File: config.mk
export PLATFORM = sky130hd
export DESIGN_NAME = pipe_stage_reg_flat
export DESIGN_NICKNAME = d
export VERILOG_FILES = /design/src/rtl/pipe_stage_reg_pkg.sv /design/src/rtl/pipe_stage_reg_if.sv /design/src/rtl/pipe_stage_reg_skid_slot.sv /design/src/rtl/pipe_stage_reg.sv /design/src/flat_wrapper.sv
export SDC_FILE = /design/constraint.sdc
export NUM_CORES = 1
export LEC_CHECK = 0
export CAP_MARGIN = 15
export CORE_UTILIZATION = 41
export CTS_BUF_LIST = sky130_fd_sc_hd__clkbuf_4 sky130_fd_sc_hd__clkbuf_8
export DETAILED_ROUTE_END_ITERATION = 10
export PLACE_DENSITY = 0.87
export REMOVE_ABC_BUFFERS = 1
export SETUP_SLACK_MARGIN = 0.3
export SYNTH_ARGS = -nofsm -noshare
export SYNTH_HDL_FRONTEND = slang
export SYNTH_SLANG_ARGS = --single-unit
File: constraint.sdc
create_clock -name clk_i -period 1.6 [get_ports clk_i]
set_clock_uncertainty 0.05 [all_clocks]
set_input_delay 0.16 -clock clk_i [delete_from_list [all_inputs] [get_ports clk_i]]
set_output_delay 0.16 -clock clk_i [all_outputs]
set_load 0.005 [all_outputs]
File: src/rtl/pipe_stage_reg_pkg.sv
`default_nettype none
// +----------------------------------------------------------------------------+
// | pipe_pkg : shared widths, control-bit indices and entry type for           |
// |            the inter-stage pipeline register.                              |
// | Revision : 1.0                                                             |
// +----------------------------------------------------------------------------+
package pipe_pkg;

  localparam int DEFAULT_CTRL_W = 4;
  localparam int DEFAULT_DATA_W = 65;
  localparam int DEFAULT_ADDR_W = 5;

  localparam int CTRL_REGWRITE = 0;
  localparam int CTRL_MEMWRITE = 1;
  localparam int CTRL_MEMREAD  = 2;
  localparam int CTRL_MEMTOREG = 3;

  typedef struct packed {
    logic [DEFAULT_CTRL_W-1:0] ctrl;
    logic [DEFAULT_DATA_W-1:0] data;
    logic [DEFAULT_ADDR_W-1:0] rd;
  } pipe_entry_t;

endpackage
`default_nettype wire

File: src/rtl/pipe_stage_reg_if.sv
`default_nettype none
// +----------------------------------------------------------------------------+
// | pipe_stage_reg_if : upstream/downstream handshake, hazard controls and     |
// |                     payload of one pipeline stage register.                |
// | Revision : 1.0                                                             |
// +----------------------------------------------------------------------------+
interface pipe_stage_reg_if
  import pipe_pkg::*;
#(
  parameter int CTRL_W = DEFAULT_CTRL_W,
  parameter int DATA_W = DEFAULT_DATA_W,
  parameter int ADDR_W = DEFAULT_ADDR_W
) ();

  logic              valid_i;
  logic              ready_o;
  logic [CTRL_W-1:0] ctrl_i;
  logic [DATA_W-1:0] data_i;
  logic [ADDR_W-1:0] rd_i;
  logic              stall_i;
  logic              flush_i;
  logic              valid_o;
  logic              ready_i;
  logic [CTRL_W-1:0] ctrl_o;
  logic [DATA_W-1:0] data_o;
  logic [ADDR_W-1:0] rd_o;

  // Environment side: drives upstream entry, hazard controls and downstream ready
  modport master (
    output valid_i, ctrl_i, data_i, rd_i, stall_i, flush_i, ready_i,
    input  ready_o, valid_o, ctrl_o, data_o, rd_o
  );

  modport slave (
    input  valid_i, ctrl_i, data_i, rd_i, stall_i, flush_i, ready_i,
    output ready_o, valid_o, ctrl_o, data_o, rd_o
  );

endinterface
`default_nettype wire

File: src/rtl/pipe_stage_reg_skid_slot.sv
`default_nettype none
// +----------------------------------------------------------------------------+
// | pipe_skid_slot : one entry holding register; load wins over clear, clear   |
// |                  drops valid and zeroes the control field only.           |
// | Revision : 1.0                                                             |
// +----------------------------------------------------------------------------+
module pipe_skid_slot
  import pipe_pkg::*;
#(
  parameter int CTRL_W    = DEFAULT_CTRL_W,
  parameter int PAYLOAD_W = DEFAULT_DATA_W + DEFAULT_ADDR_W
) (
  input  wire logic                        clk_i,
  input  wire logic                        rst_i,
  input  wire logic                        load_i,
  input  wire logic                        clear_i,
  input  wire logic [CTRL_W+PAYLOAD_W-1:0] entry_i,
  output logic                             valid_o,
  output logic [CTRL_W+PAYLOAD_W-1:0]      entry_o
);

  localparam int c_ENTRY_W = CTRL_W + PAYLOAD_W;

  logic                 valid_q, valid_d;
  logic [c_ENTRY_W-1:0] entry_q, entry_d;

  always_comb begin
    valid_d = valid_q;
    entry_d = entry_q;
    if (load_i) begin
      valid_d = 1'b1;
      entry_d = entry_i;
    end else if (clear_i) begin
      // Payload is kept so downstream sees the last value; control must not leak
      valid_d = 1'b0;
      entry_d[c_ENTRY_W-1 -: CTRL_W] = '0;
    end
  end

  always_ff @(posedge clk_i) begin
    if (rst_i) begin
      valid_q <= 1'b0;
      entry_q <= '0;
    end else begin
      valid_q <= valid_d;
      entry_q <= entry_d;
    end
  end

  assign valid_o = valid_q;
  assign entry_o = entry_q;

endmodule
`default_nettype wire

File: src/rtl/pipe_stage_reg.sv
`default_nettype none
// +----------------------------------------------------------------------------+
// | pipe_stage_reg : inter-stage pipeline register with valid/ready, stall,    |
// |                  flush-to-bubble; PIPE_SKID_EN adds a 2-entry skid buffer.  |
// | Revision : 1.0                                                             |
// +----------------------------------------------------------------------------+
module pipe_stage_reg
  import pipe_pkg::*;
#(
  parameter int CTRL_W = DEFAULT_CTRL_W,
  parameter int DATA_W = DEFAULT_DATA_W,
  parameter int ADDR_W = DEFAULT_ADDR_W
) (
  input  wire logic       clk_i,
  input  wire logic       rst_i,
  pipe_stage_reg_if.slave bus
);

  localparam int c_ENTRY_W = CTRL_W + DATA_W + ADDR_W;

  logic                 w_ready;
  logic                 w_accept;
  logic                 w_drain;
  logic                 w_main_load;
  logic                 w_main_clear;
  logic                 w_main_valid;
  logic [c_ENTRY_W-1:0] w_in_entry;
  logic [c_ENTRY_W-1:0] w_main_src;
  logic [c_ENTRY_W-1:0] w_main_entry;

  assign w_in_entry = {bus.ctrl_i, bus.data_i, bus.rd_i};

`ifdef PIPE_SKID_EN
  logic                 ready_q, ready_d;
  logic                 w_skid_load;
  logic                 w_skid_clear;
  logic                 w_skid_valid;
  logic [c_ENTRY_W-1:0] w_skid_entry;

  always_comb begin
    w_ready      = ready_q & ~bus.stall_i & ~bus.flush_i;
    w_accept     = bus.valid_i & w_ready;
    w_drain      = w_main_valid & bus.ready_i & ~bus.stall_i;
    w_main_load  = 1'b0;
    w_main_clear = 1'b0;
    w_main_src   = w_in_entry;
    w_skid_load  = 1'b0;
    w_skid_clear = 1'b0;
    if (bus.flush_i) begin
      w_main_clear = 1'b1;
      w_skid_clear = 1'b1;
    end else if (!bus.stall_i) begin
      if (w_skid_valid) begin
        // Skid occupied means ready was low, so only a drain can happen here
        if (w_drain) begin
          w_main_load  = 1'b1;
          w_main_src   = w_skid_entry;
          w_skid_clear = 1'b1;
        end
      end else if (w_main_valid && !w_drain) begin
        w_skid_load = w_accept;
      end else if (w_accept) begin
        w_main_load = 1'b1;
      end else begin
        w_main_clear = w_drain;
      end
    end
    ready_d = ~(w_skid_load | (w_skid_valid & ~w_skid_clear));
  end

  always_ff @(posedge clk_i) begin
    if (rst_i) begin
      ready_q <= 1'b1;
    end else begin
      ready_q <= ready_d;
    end
  end

  pipe_skid_slot #(
    .CTRL_W    (CTRL_W),
    .PAYLOAD_W (DATA_W + ADDR_W)
  ) u_skid (
    .clk_i   (clk_i),
    .rst_i   (rst_i),
    .load_i  (w_skid_load),
    .clear_i (w_skid_clear),
    .entry_i (w_in_entry),
    .valid_o (w_skid_valid),
    .entry_o (w_skid_entry)
  );
`else
  always_comb begin
    w_ready      = ~bus.stall_i & ~bus.flush_i & (~w_main_valid | bus.ready_i);
    w_accept     = bus.valid_i & w_ready;
    w_drain      = w_main_valid & bus.ready_i & ~bus.stall_i;
    w_main_src   = w_in_entry;
    w_main_load  = w_accept;
    w_main_clear = bus.flush_i | (w_drain & ~w_accept);
  end
`endif

  pipe_skid_slot #(
    .CTRL_W    (CTRL_W),
    .PAYLOAD_W (DATA_W + ADDR_W)
  ) u_main (
    .clk_i   (clk_i),
    .rst_i   (rst_i),
    .load_i  (w_main_load),
    .clear_i (w_main_clear),
    .entry_i (w_main_src),
    .valid_o (w_main_valid),
    .entry_o (w_main_entry)
  );

  assign bus.ready_o = w_ready;
  assign bus.valid_o = w_main_valid;
  assign {bus.ctrl_o, bus.data_o, bus.rd_o} = w_main_entry;

endmodule
`default_nettype wire

File: src/flat_wrapper.sv
// flat-port wrapper written by rule: the top's interface ports become plain ports
module pipe_stage_reg_flat import pipe_pkg::*;
#(
  parameter int CTRL_W = DEFAULT_CTRL_W,
  parameter int DATA_W = DEFAULT_DATA_W,
  parameter int ADDR_W = DEFAULT_ADDR_W
)
  (clk_i, rst_i, bus_valid_i, bus_ctrl_i, bus_data_i, bus_rd_i, bus_stall_i, bus_flush_i, bus_ready_i, bus_ready_o, bus_valid_o, bus_ctrl_o, bus_data_o, bus_rd_o);
  pipe_stage_reg_if #(.CTRL_W(CTRL_W), .DATA_W(DATA_W), .ADDR_W(ADDR_W)) bus_i ();
  input  wire logic clk_i;
  input  wire logic rst_i;
  input wire logic [$bits(bus_i.valid_i)-1:0] bus_valid_i;
  input wire logic [$bits(bus_i.ctrl_i)-1:0] bus_ctrl_i;
  input wire logic [$bits(bus_i.data_i)-1:0] bus_data_i;
  input wire logic [$bits(bus_i.rd_i)-1:0] bus_rd_i;
  input wire logic [$bits(bus_i.stall_i)-1:0] bus_stall_i;
  input wire logic [$bits(bus_i.flush_i)-1:0] bus_flush_i;
  input wire logic [$bits(bus_i.ready_i)-1:0] bus_ready_i;
  output wire logic [$bits(bus_i.ready_o)-1:0] bus_ready_o;
  output wire logic [$bits(bus_i.valid_o)-1:0] bus_valid_o;
  output wire logic [$bits(bus_i.ctrl_o)-1:0] bus_ctrl_o;
  output wire logic [$bits(bus_i.data_o)-1:0] bus_data_o;
  output wire logic [$bits(bus_i.rd_o)-1:0] bus_rd_o;
  assign bus_i.valid_i = bus_valid_i;
  assign bus_i.ctrl_i = bus_ctrl_i;
  assign bus_i.data_i = bus_data_i;
  assign bus_i.rd_i = bus_rd_i;
  assign bus_i.stall_i = bus_stall_i;
  assign bus_i.flush_i = bus_flush_i;
  assign bus_i.ready_i = bus_ready_i;
  assign bus_ready_o = bus_i.ready_o;
  assign bus_valid_o = bus_i.valid_o;
  assign bus_ctrl_o = bus_i.ctrl_o;
  assign bus_data_o = bus_i.data_o;
  assign bus_rd_o = bus_i.rd_o;
  pipe_stage_reg #(.CTRL_W(CTRL_W), .DATA_W(DATA_W), .ADDR_W(ADDR_W)) u_core (.clk_i(clk_i), .rst_i(rst_i), .bus(bus_i));
endmodule
### Word-level counts from Yosys, hierarchy flattened

Index checks and enable logic that the tools add are counted.

* multiplexer cells: 4
* bitwise gates (word level): 12
* reduce and logical (&&, ||, !) cells: 1

Operator list (number)
* two-way mux 4 bit: 2
* AND 1 bit: 6
* NOT 1 bit: 4
* two-way mux 1 bit: 2
* bitwise OR 1 bit: 2
* nonzero test 2 bit: 1

* bits in registers: 75
* input port bits: 80
* output and inout bits: 76
* logic and storage cells: 20

### Depth between registers and ports, before layout

* word-level depth: 9
* depth in mapped cells: 5
* gate-level depth less buffers: 3

### By module

Synthesis repeated with hierarchy kept, for this count alone.

* cell total of the unflattened synthesis: 253
* area, all modules: 2765.2 um^2

By module, submodules not included
* pipe_skid_slot: times used 1, cells an instance 247, area each 2722.6 um^2, seq. area each 1501.4 um^2
* pipe_stage_reg: times used 1, cells an instance 6, area each 42.5 um^2, seq. area each 0.0 um^2

### Least setup slack after synthesis

Ideal clock, no wire load.

* path kind: reg2reg
* start: register u_core.u_main.valid_q (netlist: u_core.u_main.valid_o)
* end: register u_core.u_main.entry_q[0] (netlist: u_core.u_main.entry_o[0])
* setup time: 72 ps
* data arrival time: 1217 ps
* required time: 1478 ps
* setup slack: 261 ps
* stages on the path, launching flop included: 5
* buffers on the path: 2
* clock period less this slack: 1339 ps
* cells stage by stage: dfxtp_1 > a2111oi_4 > buf_6 > buf_12 > mux2i_1

* cells in the longest elaborated chain, start to end: 4

Ends and longest elaborated chain
* from (decl): line pipe_stage_reg_skid_slot.sv:24 `logic valid_q, valid_d;`
* from (signal assigned): line pipe_stage_reg_skid_slot.sv:45 `valid_q <= valid_d;`
* NOT 1 bit: line pipe_stage_reg.sv:93 `w_ready = ~bus.stall_i & ~bus.flush_i & (~w_main_valid | bus.ready_i);`
* bitwise OR 1 bit: line pipe_stage_reg.sv:93
* AND 1 bit: line pipe_stage_reg.sv:93
* AND 1 bit: line pipe_stage_reg.sv:94 `w_accept = bus.valid_i & w_ready;`
* to (signal assigned): line pipe_stage_reg_skid_slot.sv:46 `entry_q <= entry_d;`
* to (decl): line pipe_stage_reg_skid_slot.sv:25 `logic [c_ENTRY_W-1:0] entry_q, entry_d;`

Every way passes these cells.
A chain may end at the register's enable or synchronous reset.

### Worst setup path in the final report

* start: register u_core.u_main.valid_q (netlist: u_core.u_main.valid_o)
* end: register u_core.u_main.entry_q[12] (netlist: u_core.u_main.entry_o[12])

The elaborated chain is that of the path after synthesis.

==> qor.txt <==
Status: completed
Fin. Hold Viols: 0
Min Tclk post-route: 1450 ps
Final core occ: 0.687
Netlist Area Pre-Place: 3050 um2
Post-DP HPWL: 5.68 mm
Worst-path clk slew: 80 ps
Initial Util: 0.423
PwrDens: 809 nW/um2
CTS max path bufs: 2
Worst-Skew Late Latency: 340 ps
Max cap viols: 0
# IOs: 156
First-pass GRT wire length: 12.2 mm
Die Span Y: 88.3 um
RSZ-0062 raised after global routing: yes
Via density: 4.67
WS Path Type: flop to flop
Worst slew pin tran: 341 ps
Vias in the first global route: 2742
Largest stage delay, worst path: 370 ps
Worst Path Required: 1820 ps
Clock share of power: 0.367
Internal: 3020 uW
Worst R2R Setup Slack: 150 ps
Worst hold path type: input port to flop
CP bufs+invs: 2
Nature of the critical path startpoint: flop
Ant. Diodes: 0
DR vias: 2767
CP arrival: 1660 ps
Post-DRT Antenna Nets: 0
DIE AREA: 7790 um2
Netlist cell types: 18
Fmax: 690 MHz
Reg2reg start: u_core.u_main.valid_o
Nets@finish: 568
GPL Wtd Cong: 0.741
CP endpoint kind: flop
Post-Route WL: 7.90 mm
CTS Buf Count: 9
Reg2reg path depth: 4
Seq/Total Area, Yosys: 0.492
Die width: 88.3 um
Worst-path maximum fanout: 10
GRT Util Overall: 0.204
Share of the clock period used by the worst path: 0.906
Worst path depth: 4
Reg2reg end: u_core.u_main.entry_o[12]
Initial antenna violation count: 0
FF+latch count, synth: 75
Avg WL per Cell: 13.3 um
DR DRC count: 0
PortBufs: 155
Pwr Total: 4010 uW
Sequential power share: 0.490
Setup violations, final: 0
Number of fill cells: 593
Worst hold slack: 308 ps
P_leak: 0.00224 uW
Synth Warn #: 0
Root buffer cell: clkbuf_8
Max_slew headroom: 0.772
Max-slew violations: 0
Site Rows: 31
Worst Setup EP: u_core.u_main.entry_o[12]
Core area: 7210 um2
H-tree level count: 3
Avg Inst Size Synth: 9.44 um2
Initial drt markers: 89
Layout cell share with drive strength beyond 1: 0.152
Final std cell area, no fill: 4960 um2
Net Switching: 992 uW
Critical path origin: u_core.u_main.valid_o
CTS tree: done
Hold buffers post-CTS: 0
Worst vdd ir: 0.471 mV
Largest net degree at the start of global routing: 71
Family with the most delay on the worst path: buffers and inverters
Gr ovfl total: 0
Combinational share of power: 0.143
Slowest CP cell: dfxtp_4
Area of placed instances: 4730 um2
Area growth from synthesis to layout: 62.5%
Net Sw Frac: 0.247
Crit path cell chain: a2111oi_4 -> buf_6 -> buf_12 -> mux2i_1
TritonRoute pass-1 iters: 4
Cells after synthesis: 323
CTS Sinks: 75
-- sequential cells by signal (all words and copies together) (netlist names) --
name,count
u_core.u_main.entry_o,74
u_core.u_main.valid_o,1
-- metrics by stage --
step	TNS [ps]	setup WS, ps	std cells
floorplan	-203570	-2750	300
global placement	-11820	-177	572
detailed placement	-14070	-230	572
CTS	0	148	592
global route	0	94.1	592
finish	0	151	592
-- cell families (layout without fill, tap and decap cells) --
family / count (synthesis) / after routing / synth area share
DFF: 75 / 75 / 0.492
buffers and inverters: 26 / 196 / 0.0681
AOI/OAI and AO/OA: 9 / 9 / 0.0312
muxes: 71 / 71 / 0.233
and+or+nand+nor: 142 / 142 / 0.176
-- area by class of cell --
class / count / area (um2) / share of cell area
Clock inverter: 7 / 77.6 / 0.0156
Multi-Input combinational cell: 222 / 1350 / 0.271
Tap cell: 99 / 124 / 0.0250
Sequential cell: 75 / 1540 / 0.311
Inverter: 3 / 13.8 / 0.00278
Clock buffer: 9 / 124 / 0.0250
Timing Repair Buffer: 177 / 1730 / 0.349
-- synthesized netlist by cell type --
cell,number,area share
clkbuf_1,14,0.017
a211oi_1,1,0.0025
a21boi_0,1,0.0025
o21a_1,1,0.0025
buf_4,1,0.0025
nor2_1,1,0.0012
inv_2,2,0.0025
dfxtp_1,75,0.49
buf_2,1,0.0016
a2111oi_4,1,0.0090
nand2_1,140,0.17
a32o_1,4,0.013
inv_1,1,0.0012
buf_6,1,0.0037
mux2i_1,71,0.23
nand2b_1,1,0.0021
o21ai_0,1,0.0016
buf_12,6,0.039
-- cell usage in the layout, fill, tap and decap left out --
master / count
buf_12: 5
nor2_1: 1
a2111oi_4: 1
inv_1: 1
bufinv_16: 1
clkinv_2: 1
clkinv_4: 3
dfxtp_2: 31
buf_6: 7
buf_4: 9
mux2i_2: 1
clkbuf_8: 9
dfxtp_4: 1
a211oi_1: 1
inv_2: 1
a32o_1: 4
dfxtp_1: 43
nand2b_1: 1
clkbuf_2: 1
clkdlybuf4s50_1: 78
mux2i_1: 70
o21ai_0: 1
buf_16: 1
dlymetal6s2s_1: 1
a21boi_0: 1
nand2_1: 140
o21a_1: 1
inv_6: 1
dlygate4sd2_1: 75
clkinvlp_4: 1
inv_4: 1
-- worst min path at each step --
stage / startpoint / end / cells past startpoint
floorplan: bus_rd_i[0] / u_core.u_main.entry_o[0] / 2
global placement: u_core.u_main.entry_o[34] / u_core.u_main.entry_o[34] / 2
detailed placement: u_core.u_main.entry_o[47] / u_core.u_main.entry_o[47] / 2
CTS: bus_data_i[5] / u_core.u_main.entry_o[10] / 3
global route: bus_data_i[38] / u_core.u_main.entry_o[43] / 3
finish: bus_data_i[15] / u_core.u_main.entry_o[20] / 3
-- worst register-to-register path, cell delays in order, from the launching register on --
cell       delay [ps]
dfxtp_4           370
a2111oi_4         360
buf_6             230
buf_12            160
mux2i_1           200
-- what timing repair did --
item / CTS / global route
gates cloned: 1 / 0
resized for setup: 116 / 5
pin swaps: 4 / 0
setup endpoints to repair: 150 / 76
buffers inserted: 3 / 0
-- metal layers --
layer  routed length (um)  vias up  global-route usage
li1                     -     1378                   -
met1                 3090     1277               0.211
met2                 4100      100               0.383
met3                  576       12              0.0569
met4                  138        0              0.0865
met5                    0        -                   0
-- power by group through the flow --
stage	registers [uW]	logic, uW	clock network [uW]
floorplan	2010	200	0
global placement	2000	587	0
detailed placement	2010	602	0
CTS	1970	577	1500
global route	1970	622	1580
finish	1970	574	1470
(Power assumes the default switching activity.)
